## src/rtl/nn_mem_pkg.sv

```systemverilog
// Shared constants and arbiter FSM encoding for the NN memory subsystem.
package nn_mem_pkg;

  localparam int unsigned NN_ADDR_LEN  = 20;
  localparam int unsigned NN_DATA_LEN  = 1;
  localparam int unsigned NN_SEL_LEN   = 2;
  localparam int unsigned NN_BURST_LEN = 8;

  typedef enum logic [1:0] {
    IDLE = 2'd0,
    OWN0 = 2'd1,
    OWN1 = 2'd2
  } arb_state_t;

endpackage

```

## src/rtl/nn_mem_arbiter_if.sv

```systemverilog
// Two-client memory arbitration bus: client request ports plus the shared memory port.
interface nn_mem_arbiter_if
  import nn_mem_pkg::*;
#(
  parameter int unsigned ADDR_LEN = NN_ADDR_LEN,
  parameter int unsigned DATA_LEN = NN_DATA_LEN,
  parameter int unsigned SEL_LEN  = NN_SEL_LEN
);
  logic                req0, req1;
  logic                we0, we1;
  logic [ADDR_LEN-1:0] addr0, addr1;
  logic [SEL_LEN-1:0]  sel0, sel1;
  logic [DATA_LEN-1:0] wdata0, wdata1;
  logic                gnt0, gnt1;
  logic                rvalid0, rvalid1;
  logic [DATA_LEN-1:0] rdata;
  logic [ADDR_LEN-1:0] mem_addr;
  logic [SEL_LEN-1:0]  mem_sel;
  logic                mem_we;
  logic [DATA_LEN-1:0] mem_wdata;
  logic [DATA_LEN-1:0] mem_rdata;

  // Arbiter side
  modport slave (
    input  req0, req1, we0, we1, addr0, addr1, sel0, sel1, wdata0, wdata1, mem_rdata,
    output gnt0, gnt1, rvalid0, rvalid1, rdata, mem_addr, mem_sel, mem_we, mem_wdata
  );

  // Clients and memory side
  modport master (
    output req0, req1, we0, we1, addr0, addr1, sel0, sel1, wdata0, wdata1, mem_rdata,
    input  gnt0, gnt1, rvalid0, rvalid1, rdata, mem_addr, mem_sel, mem_we, mem_wdata
  );

endinterface

```

## src/rtl/nn_mem_arbiter.sv

```systemverilog
// Two-port memory arbiter (host loader / compute engine), round-robin with burst limit.
// Define NN_ARB_FIXED_PRIO_EN for strict port-0 priority instead.
module nn_mem_arbiter
  import nn_mem_pkg::*;
#(
  parameter int unsigned ADDR_LEN  = NN_ADDR_LEN,
  parameter int unsigned DATA_LEN  = NN_DATA_LEN,
  parameter int unsigned SEL_LEN   = NN_SEL_LEN,
  parameter int unsigned MAX_BURST = 16
) (
  input logic            clk,
  input logic            rst,
  nn_mem_arbiter_if.slave bus
);

  localparam logic [NN_BURST_LEN-1:0] BURST_LAST = NN_BURST_LEN'(MAX_BURST - 1);

  arb_state_t              r_state, w_next;
  logic [NN_BURST_LEN-1:0] r_burst_cnt;
  logic                    r_rvalid0, r_rvalid1;
  logic                    w_xfer0, w_xfer1;
  logic                    w_burst_end;
  arb_state_t              w_idle_pick;
  logic [ADDR_LEN-1:0]     w_mem_addr;
  logic [SEL_LEN-1:0]      w_mem_sel;
  logic [DATA_LEN-1:0]     w_mem_wdata;
  logic                    w_mem_we;

  assign w_xfer0     = bus.req0 && (r_state == OWN0);
  assign w_xfer1     = bus.req1 && (r_state == OWN1);
  assign w_burst_end = (r_burst_cnt == BURST_LAST);

`ifdef NN_ARB_FIXED_PRIO_EN
  assign w_idle_pick = OWN0;
`else
  logic r_rr_ptr;
  assign w_idle_pick = r_rr_ptr ? OWN1 : OWN0;
`endif

  always_comb begin
    w_next = r_state;
    case (r_state)
      IDLE: begin
        if (bus.req0 && bus.req1) w_next = w_idle_pick;
        else if (bus.req0)        w_next = OWN0;
        else if (bus.req1)        w_next = OWN1;
      end
      OWN0: begin
        if (!bus.req0) w_next = bus.req1 ? OWN1 : IDLE;
`ifndef NN_ARB_FIXED_PRIO_EN
        else if (bus.req1 && w_burst_end) w_next = OWN1;
`endif
      end
      OWN1: begin
        if (!bus.req1) w_next = bus.req0 ? OWN0 : IDLE;
`ifdef NN_ARB_FIXED_PRIO_EN
        // port 1 only holds the memory while port 0 is silent
        else if (bus.req0) w_next = OWN0;
`else
        else if (bus.req0 && w_burst_end) w_next = OWN0;
`endif
      end
      default: w_next = IDLE;
    endcase
  end

  always_comb begin
    w_mem_addr  = '0;
    w_mem_sel   = '0;
    w_mem_wdata = '0;
    w_mem_we    = 1'b0;
    case (r_state)
      OWN0: begin
        w_mem_addr  = bus.addr0;
        w_mem_sel   = bus.sel0;
        w_mem_wdata = bus.wdata0;
        w_mem_we    = bus.we0 && bus.req0;
      end
      OWN1: begin
        w_mem_addr  = bus.addr1;
        w_mem_sel   = bus.sel1;
        w_mem_wdata = bus.wdata1;
        w_mem_we    = bus.we1 && bus.req1;
      end
      default: ;
    endcase
  end

  assign bus.gnt0      = (r_state == OWN0);
  assign bus.gnt1      = (r_state == OWN1);
  assign bus.mem_addr  = w_mem_addr;
  assign bus.mem_sel   = w_mem_sel;
  assign bus.mem_wdata = w_mem_wdata;
  assign bus.mem_we    = w_mem_we;
  assign bus.rdata     = bus.mem_rdata;
  assign bus.rvalid0   = r_rvalid0;
  assign bus.rvalid1   = r_rvalid1;

  always_ff @(posedge clk) begin
    if (rst) begin
      r_state     <= IDLE;
      r_burst_cnt <= '0;
      r_rvalid0   <= 1'b0;
      r_rvalid1   <= 1'b0;
    end else begin
      r_state   <= w_next;
      r_rvalid0 <= w_xfer0 && !bus.we0;
      r_rvalid1 <= w_xfer1 && !bus.we1;
      if (w_next != r_state)
        r_burst_cnt <= '0;
      else if ((w_xfer0 || w_xfer1) && (r_burst_cnt != '1))
        r_burst_cnt <= r_burst_cnt + 1'b1;
    end
  end

`ifndef NN_ARB_FIXED_PRIO_EN
  always_ff @(posedge clk) begin
    if (rst)
      r_rr_ptr <= 1'b0;
    else if ((r_state == OWN0) && (w_next != OWN0))
      r_rr_ptr <= 1'b1;
    else if ((r_state == OWN1) && (w_next != OWN1))
      r_rr_ptr <= 1'b0;
  end
`endif

endmodule

```

## src/flat_wrapper.sv

```systemverilog
// flat-port wrapper written by rule: the top's interface ports become plain ports
module nn_mem_arbiter_flat import nn_mem_pkg::*;
#(
  parameter int unsigned ADDR_LEN  = NN_ADDR_LEN,
  parameter int unsigned DATA_LEN  = NN_DATA_LEN,
  parameter int unsigned SEL_LEN   = NN_SEL_LEN,
  parameter int unsigned MAX_BURST = 16
)
  (clk, rst, bus_req0, bus_req1, bus_we0, bus_we1, bus_addr0, bus_addr1, bus_sel0, bus_sel1, bus_wdata0, bus_wdata1, bus_mem_rdata, bus_gnt0, bus_gnt1, bus_rvalid0, bus_rvalid1, bus_rdata, bus_mem_addr, bus_mem_sel, bus_mem_we, bus_mem_wdata);
  nn_mem_arbiter_if #(.ADDR_LEN(ADDR_LEN), .DATA_LEN(DATA_LEN), .SEL_LEN(SEL_LEN)) bus_i ();
  input logic clk;
  input logic rst;
  input wire logic [$bits(bus_i.req0)-1:0] bus_req0;
  input wire logic [$bits(bus_i.req1)-1:0] bus_req1;
  input wire logic [$bits(bus_i.we0)-1:0] bus_we0;
  input wire logic [$bits(bus_i.we1)-1:0] bus_we1;
  input wire logic [$bits(bus_i.addr0)-1:0] bus_addr0;
  input wire logic [$bits(bus_i.addr1)-1:0] bus_addr1;
  input wire logic [$bits(bus_i.sel0)-1:0] bus_sel0;
  input wire logic [$bits(bus_i.sel1)-1:0] bus_sel1;
  input wire logic [$bits(bus_i.wdata0)-1:0] bus_wdata0;
  input wire logic [$bits(bus_i.wdata1)-1:0] bus_wdata1;
  input wire logic [$bits(bus_i.mem_rdata)-1:0] bus_mem_rdata;
  output wire logic [$bits(bus_i.gnt0)-1:0] bus_gnt0;
  output wire logic [$bits(bus_i.gnt1)-1:0] bus_gnt1;
  output wire logic [$bits(bus_i.rvalid0)-1:0] bus_rvalid0;
  output wire logic [$bits(bus_i.rvalid1)-1:0] bus_rvalid1;
  output wire logic [$bits(bus_i.rdata)-1:0] bus_rdata;
  output wire logic [$bits(bus_i.mem_addr)-1:0] bus_mem_addr;
  output wire logic [$bits(bus_i.mem_sel)-1:0] bus_mem_sel;
  output wire logic [$bits(bus_i.mem_we)-1:0] bus_mem_we;
  output wire logic [$bits(bus_i.mem_wdata)-1:0] bus_mem_wdata;
  assign bus_i.req0 = bus_req0;
  assign bus_i.req1 = bus_req1;
  assign bus_i.we0 = bus_we0;
  assign bus_i.we1 = bus_we1;
  assign bus_i.addr0 = bus_addr0;
  assign bus_i.addr1 = bus_addr1;
  assign bus_i.sel0 = bus_sel0;
  assign bus_i.sel1 = bus_sel1;
  assign bus_i.wdata0 = bus_wdata0;
  assign bus_i.wdata1 = bus_wdata1;
  assign bus_i.mem_rdata = bus_mem_rdata;
  assign bus_gnt0 = bus_i.gnt0;
  assign bus_gnt1 = bus_i.gnt1;
  assign bus_rvalid0 = bus_i.rvalid0;
  assign bus_rvalid1 = bus_i.rvalid1;
  assign bus_rdata = bus_i.rdata;
  assign bus_mem_addr = bus_i.mem_addr;
  assign bus_mem_sel = bus_i.mem_sel;
  assign bus_mem_we = bus_i.mem_we;
  assign bus_mem_wdata = bus_i.mem_wdata;
  nn_mem_arbiter #(.ADDR_LEN(ADDR_LEN), .DATA_LEN(DATA_LEN), .SEL_LEN(SEL_LEN), .MAX_BURST(MAX_BURST)) u_core (.clk(clk), .rst(rst), .bus(bus_i));
endmodule
```

## config.mk

```make
export PLATFORM = sky130hd
export DESIGN_NAME = nn_mem_arbiter_flat
export DESIGN_NICKNAME = d
export VERILOG_FILES = /design/src/rtl/nn_mem_pkg.sv /design/src/rtl/nn_mem_arbiter_if.sv /design/src/rtl/nn_mem_arbiter.sv /design/src/flat_wrapper.sv
export SDC_FILE = /design/constraint.sdc
export NUM_CORES = 1
export LEC_CHECK = 0
export ABC_AREA = 1
export BUFFER_PORTS_ARGS = -buffer_cell sky130_fd_sc_hd__buf_2
export CAP_MARGIN = 20
export CORE_ASPECT_RATIO = 1.75
export CORE_MARGIN = 2
export CORE_UTILIZATION = 25
export CTS_CLUSTER_SIZE = 14
export DETAILED_ROUTE_END_ITERATION = 7
export GPL_ROUTABILITY_DRIVEN = 0
export MAX_ROUTING_LAYER = met4
export SYNTH_ARGS = -nofsm -noshare
export SYNTH_HDL_FRONTEND = slang
export SYNTH_SLANG_ARGS = --single-unit
export TNS_END_PERCENT = 50
```

## constraint.sdc

```tcl
create_clock -name clk -period 1.9 [get_ports clk]
set_input_delay 0.285 -clock clk [delete_from_list [all_inputs] [get_ports clk]]
set_output_delay 0.285 -clock clk [all_outputs]
set_load 0.05 [all_outputs]
```

* After elaboration in Yosys (flattened, before gate mapping)
Index checks and enable logic that the tools add are counted. W data, S select, Z words.
Storage, ports and cells: register bits after elaboration 13, word-level logic and storage cells 48
Operators by class: add/subtract/negate cells 1, equality and inequality tests 7, mux-type cells 17, reduce and logical (&&, ||, !) cells 18
Operators by type and width (number):
- $pmux W20 S2 | 1
- $mux W2 | 9
- $logic_and A1 B1 Y1 | 12
- $add A8 B1 Y8 const B | 1
- $eq A8 B4 Y1 const B | 1
- $ne A8 B8 Y1 const B | 1
- $pmux W2 S3 | 1
- $pmux W1 S2 | 2
- $pmux W2 S2 | 1
- $mux W1 | 3
- $eq A2 B1 Y1 const B | 1
- $eq A2 B2 Y1 const B | 1
- $logic_not A1 Y1 | 2
- $logic_not A2 Y1 | 1
- $ne A2 B1 Y1 const B | 1
- $ne A2 B2 Y1 | 1
- $ne A2 B2 Y1 const B | 1
- $reduce_bool A2 Y1 | 1
- $reduce_or A2 Y1 | 1
- $logic_or A1 B1 Y1 | 1

* Logic depth before layout (Yosys ltp)
word-level depth 9, mapped depth 12, depth with buffers taken out 11

* Least setup slack after synthesis
OpenSTA, ideal clock, no wires.
kind reg-to-output, start point register u_core.r_state[1], end point output port bus_mem_addr[0], data arrival time 2.345 ns, required time 1.615 ns, path slack -0.730 ns, cell stages (with the launch flop) 7, buffers on the path 2, cell sequence dfxtp_1 -> inv_1 -> ha_1 -> buf_2 -> clkbuf_1 -> nand2_1 -> a21oi_1
On the way: word-level cells in the longest chain between the ends 2, elaborated cells between the ends (all ways) 3, those cells by class eq/ne: 2; mux: 1
RTL lines:
- from (decl) | RTL line nn_mem_arbiter.sv:18 | arb_state_t r_state, w_next;
- from (signal assigned) | RTL line nn_mem_arbiter.sv:106 | r_state <= w_next;
- $eq A2 B1 Y1
- via bus_gnt0 | RTL line flat_wrapper.sv:24 | output wire logic [$bits(bus_i.gnt0)-1:0] bus_gnt0;
- $pmux W20 S2 | RTL line nn_mem_arbiter.sv:72 | case (r_state)
- to (decl) | RTL line flat_wrapper.sv:29 | output wire logic [$bits(bus_i.mem_addr)-1:0] bus_mem_addr;
The timed path passes the listed nets, and every way through them passes these cells.

* Worst setup path in the final report
start point register u_core.r_state[1], end point output port bus_mem_addr[8]
On the way: word-level cells in the longest chain between the ends 2, elaborated cells between the ends (all ways) 3, those cells by class eq/ne: 2; mux: 1
RTL lines (RTL line):
- $eq A2 B2 Y1 or $eq A2 B1 Y1 (tied branches) | nn_mem_arbiter.sv:72
- $pmux W20 S2 * | nn_mem_arbiter.sv:72
Every way passes the cells marked *; elsewhere a longest branch is shown, timed or not.

==> results.json <==
{
  "synth_top_area_share_pct": 20.82,
  "top_layer": "met4",
  "drt_wl_total_um": 3994,
  "firstDrtPassIters": 4,
  "slew_violations": 0,
  "synthCells": 205,
  "setup_viol": 0,
  "layout-drive-gt1-share_pct": 54.95,
  "crit_path_top_delay_cell": "dfxtp_4",
  "ir_drop_mv": 0.5506,
  "endpoint_kind": "output pin",
  "fp.coreArea_sq_mm": 0.004935,
  "crit_fanout": 7,
  "drtIter0Drc": 57,
  "dieArea_sq_mm": 0.005731,
  "insertion_delay_ps": 250,
  "hold_viol": 0,
  "cp_num_buf_inv": 3,
  "io_pins": 82,
  "power_density_mw_per_mm2": 627.1,
  "grt_pass1_wl_um": 6637,
  "clock_sinks": 13,
  "rows": 34,
  "p_clk_share_pct": 17.3,
  "netSwitchingFraction_pct": 47.27,
  "seqPwrFrac_pct": 20.7,
  "die_height_um": 98.66,
  "nets": 352,
  "grt_max_degree": 17,
  "hpwl_um": 3133,
  "first_global_vias": 1612,
  "outcome": "finished, final reports clean",
  "fillCellCount": 485,
  "ys_ff_latch": 13,
  "grtUsageTotal_pct": 14.40,
  "grt_setup_unrepaired": "no",
  "area_growth_pct": 82.40,
  "yosysTopAreaCell": "nand2_1",
  "reg2reg_to": "u_core.r_burst_cnt[5]",
  "netlist-cell-type-count": 27,
  "yosys.cell_count.top_type": "nand2_1",
  "h-tree-depth": 1,
  "regArea_sq_um": 267.8,
  "crit_required_ps": 1620,
  "critPathMaxStageDelay_ps": 370,
  "dpl_cell_area_sq_mm": 0.002098,
  "cp_top_family": "buffers and inverters",
  "multi_input_area_sq_mm": 0.001189,
  "reg2reg_depth": 10,
  "yosysWarnings": 0,
  "ant_nets": 0,
  "place_inst": 339,
  "synth-edff-count": 0,
  "netlist_top_cells_count": "nand2_1, a21oi_1, inv_1, dfxtp_1, nor3_2",
  "design_area_sq_mm": 0.002335,
  "wl_met2_um": 2126,
  "p_leak_uw": 0.0009305,
  "endpoint": "bus_mem_addr[8]",
  "cp-start-kind": "flop",
  "wl_per_cell_um": 11.51,
  "max_slew_margin_pct": 83.42,
  "hold_path.class": "in2reg",
  "regToRegSetupSlack_ps": 200,
  "finalClockSkew_ps": 2.248,
  "cts_tree": "built",
  "cts_inserted_buffers": 3,
  "vias": 1637,
  "finalCritPeriodShare_pct": 95.73,
  "internal-power_uw": 772.0,
  "vias_per_cell": 4.718,
  "drv_cap": 0,
  "min_period_ps": 1819,
  "path_cells": "inv_2 -> ha_4 -> clkbuf_4 -> nand2_1 -> a21oi_4 -> buf_4",
  "root_buffer": "clkbuf_8",
  "die-width_um": 58.09,
  "antenna_cells": 0,
  "rr_startpoint": "u_core.r_state[1]",
  "criticalPathCategory": "reg2out",
  "synth_top_flop_cell": "dfxtp_1",
  "pwr-share-comb_pct": 62.0,
  "synth.cell_area_sq_mm": 0.001280,
  "synth_area_per_cell_sq_um": 6.244,
  "portBuffers": 79,
  "synth-seq-area-share_pct": 20.33,
  "startpoint": "u_core.r_state[1]",
  "synth_area_leaders": "nand2_1, dfxtp_1, a21oi_1",
  "antenna_found_initial": 0,
  "path_clk_slew_ps": 60,
  "worst_pin_slew_ps": 250.4,
  "fin_cells": 347,
  "p_switching_uw": 692.1,
  "start_util_pct": 25.94,
  "wirelength_met1_um": 1471,
  "max_freq_mhz": 549.8,
  "syn_nets": 263,
  "grt_overflow": 0,
  "drcViolationCount": 0,
  "cp.depth": 6,
  "async_reset_ff_share_pct": 0,
  "route.met3.wl_um": 333,
  "cts.path.max_buffers": 2,
  "crit_arrival_ps": 1530
}
power groups by stage:
stage | sequential, uW | combinational [uW] | clock, uW
2_1_floorplan | 307 | 600 | 0
3_3_place_gp | 306 | 824 | 0
3_5_place_dp | 307 | 826 | 0
4_1_cts | 303 | 876 | 261
5_1_grt | 304 | 971 | 279
6_report | 303 | 907 | 254
per-layer routing:
metal  global-route usage, %  vias to the layer above
li1                        -                      825
met1                   14.17                      736
met2                   27.62                       71
met3                   2.362                        5
met4                   4.293                        0
met5                       -                        -
flip-flops by register name, indices dropped and copies added (netlist names):
signal	count
u_core.r_state	2
u_core.bus.rvalid1	1
u_core.bus.rvalid0	1
u_core.r_burst_cnt	8
u_core.r_rr_ptr	1
logic make-up after synthesis:
| kind of cell | after synthesis | synth area share, % |
|---|---|---|
| and+or+nand+nor | 114 | 46.14 |
| AOI/OAI and AO/OA | 35 | 14.17 |
| buffers and inverters | 31 | 9.677 |
| DFF | 13 | 20.33 |
| xor gates and xnor gates | 7 | 4.790 |
| adders and majority gates | 5 | 4.888 |
through the flow:
step           total power, uW  TNS, ps  hold slack (ps)  setup slack (ps)  util (%)
6_report                  1464        0            210.2             81.07     47.31
5_1_grt                   1554        0            206.1             10.20     47.31
4_1_cts                   1440   -9.231            209.6            -9.231     45.94
3_5_place_dp              1133        0            454.5             39.53     42.52
3_3_place_gp              1129        0            458.4             82.66     42.52
2_1_floorplan            907.1        0            354.1             28.69         -
what timing repair did:
action	CTS	global route
pin swaps	0	1
gates cloned	0	0
hold buffers	0	0
gates resized for setup	43	11
setup endpoints to repair	24	24
setup buffers	0	4
layout make-up:
class | instances | area share, %
flip-flops and latches | 13 | 11.47
inverters | 21 | 3.483
repair buffers | 94 | 29.31
well taps | 54 | 2.894
multi-input cells | 161 | 50.91
clock buffers | 4 | 1.929
worst min-delay path by stage:
stage | from | to | slack, ps | depth (start not counted)
after floorplan | rst | u_core.r_rr_ptr | 350 | 1
after global placement | u_core.r_rr_ptr | u_core.r_rr_ptr | 460 | 2
after detailed placement | u_core.r_rr_ptr | u_core.r_rr_ptr | 450 | 2
after CTS | bus_we0 | u_core.bus.rvalid0 | 210 | 2
after global routing | bus_we1 | u_core.bus.rvalid1 | 210 | 2
final | bus_we1 | u_core.bus.rvalid1 | 210 | 2
layout by cell type, fill, tap and decap left out, types with 5 or more instances in the layout:
cell type and n:
buf_6 21, nand2_1 71, buf_4 14, nand2_2 8, xor2_1 5, dfxtp_1 11, nor3_2 9, inv_2 6
nor2_1 8, inv_1 14, a21oi_4 22, buf_2 55
Power figures use the tool's default switching activity.
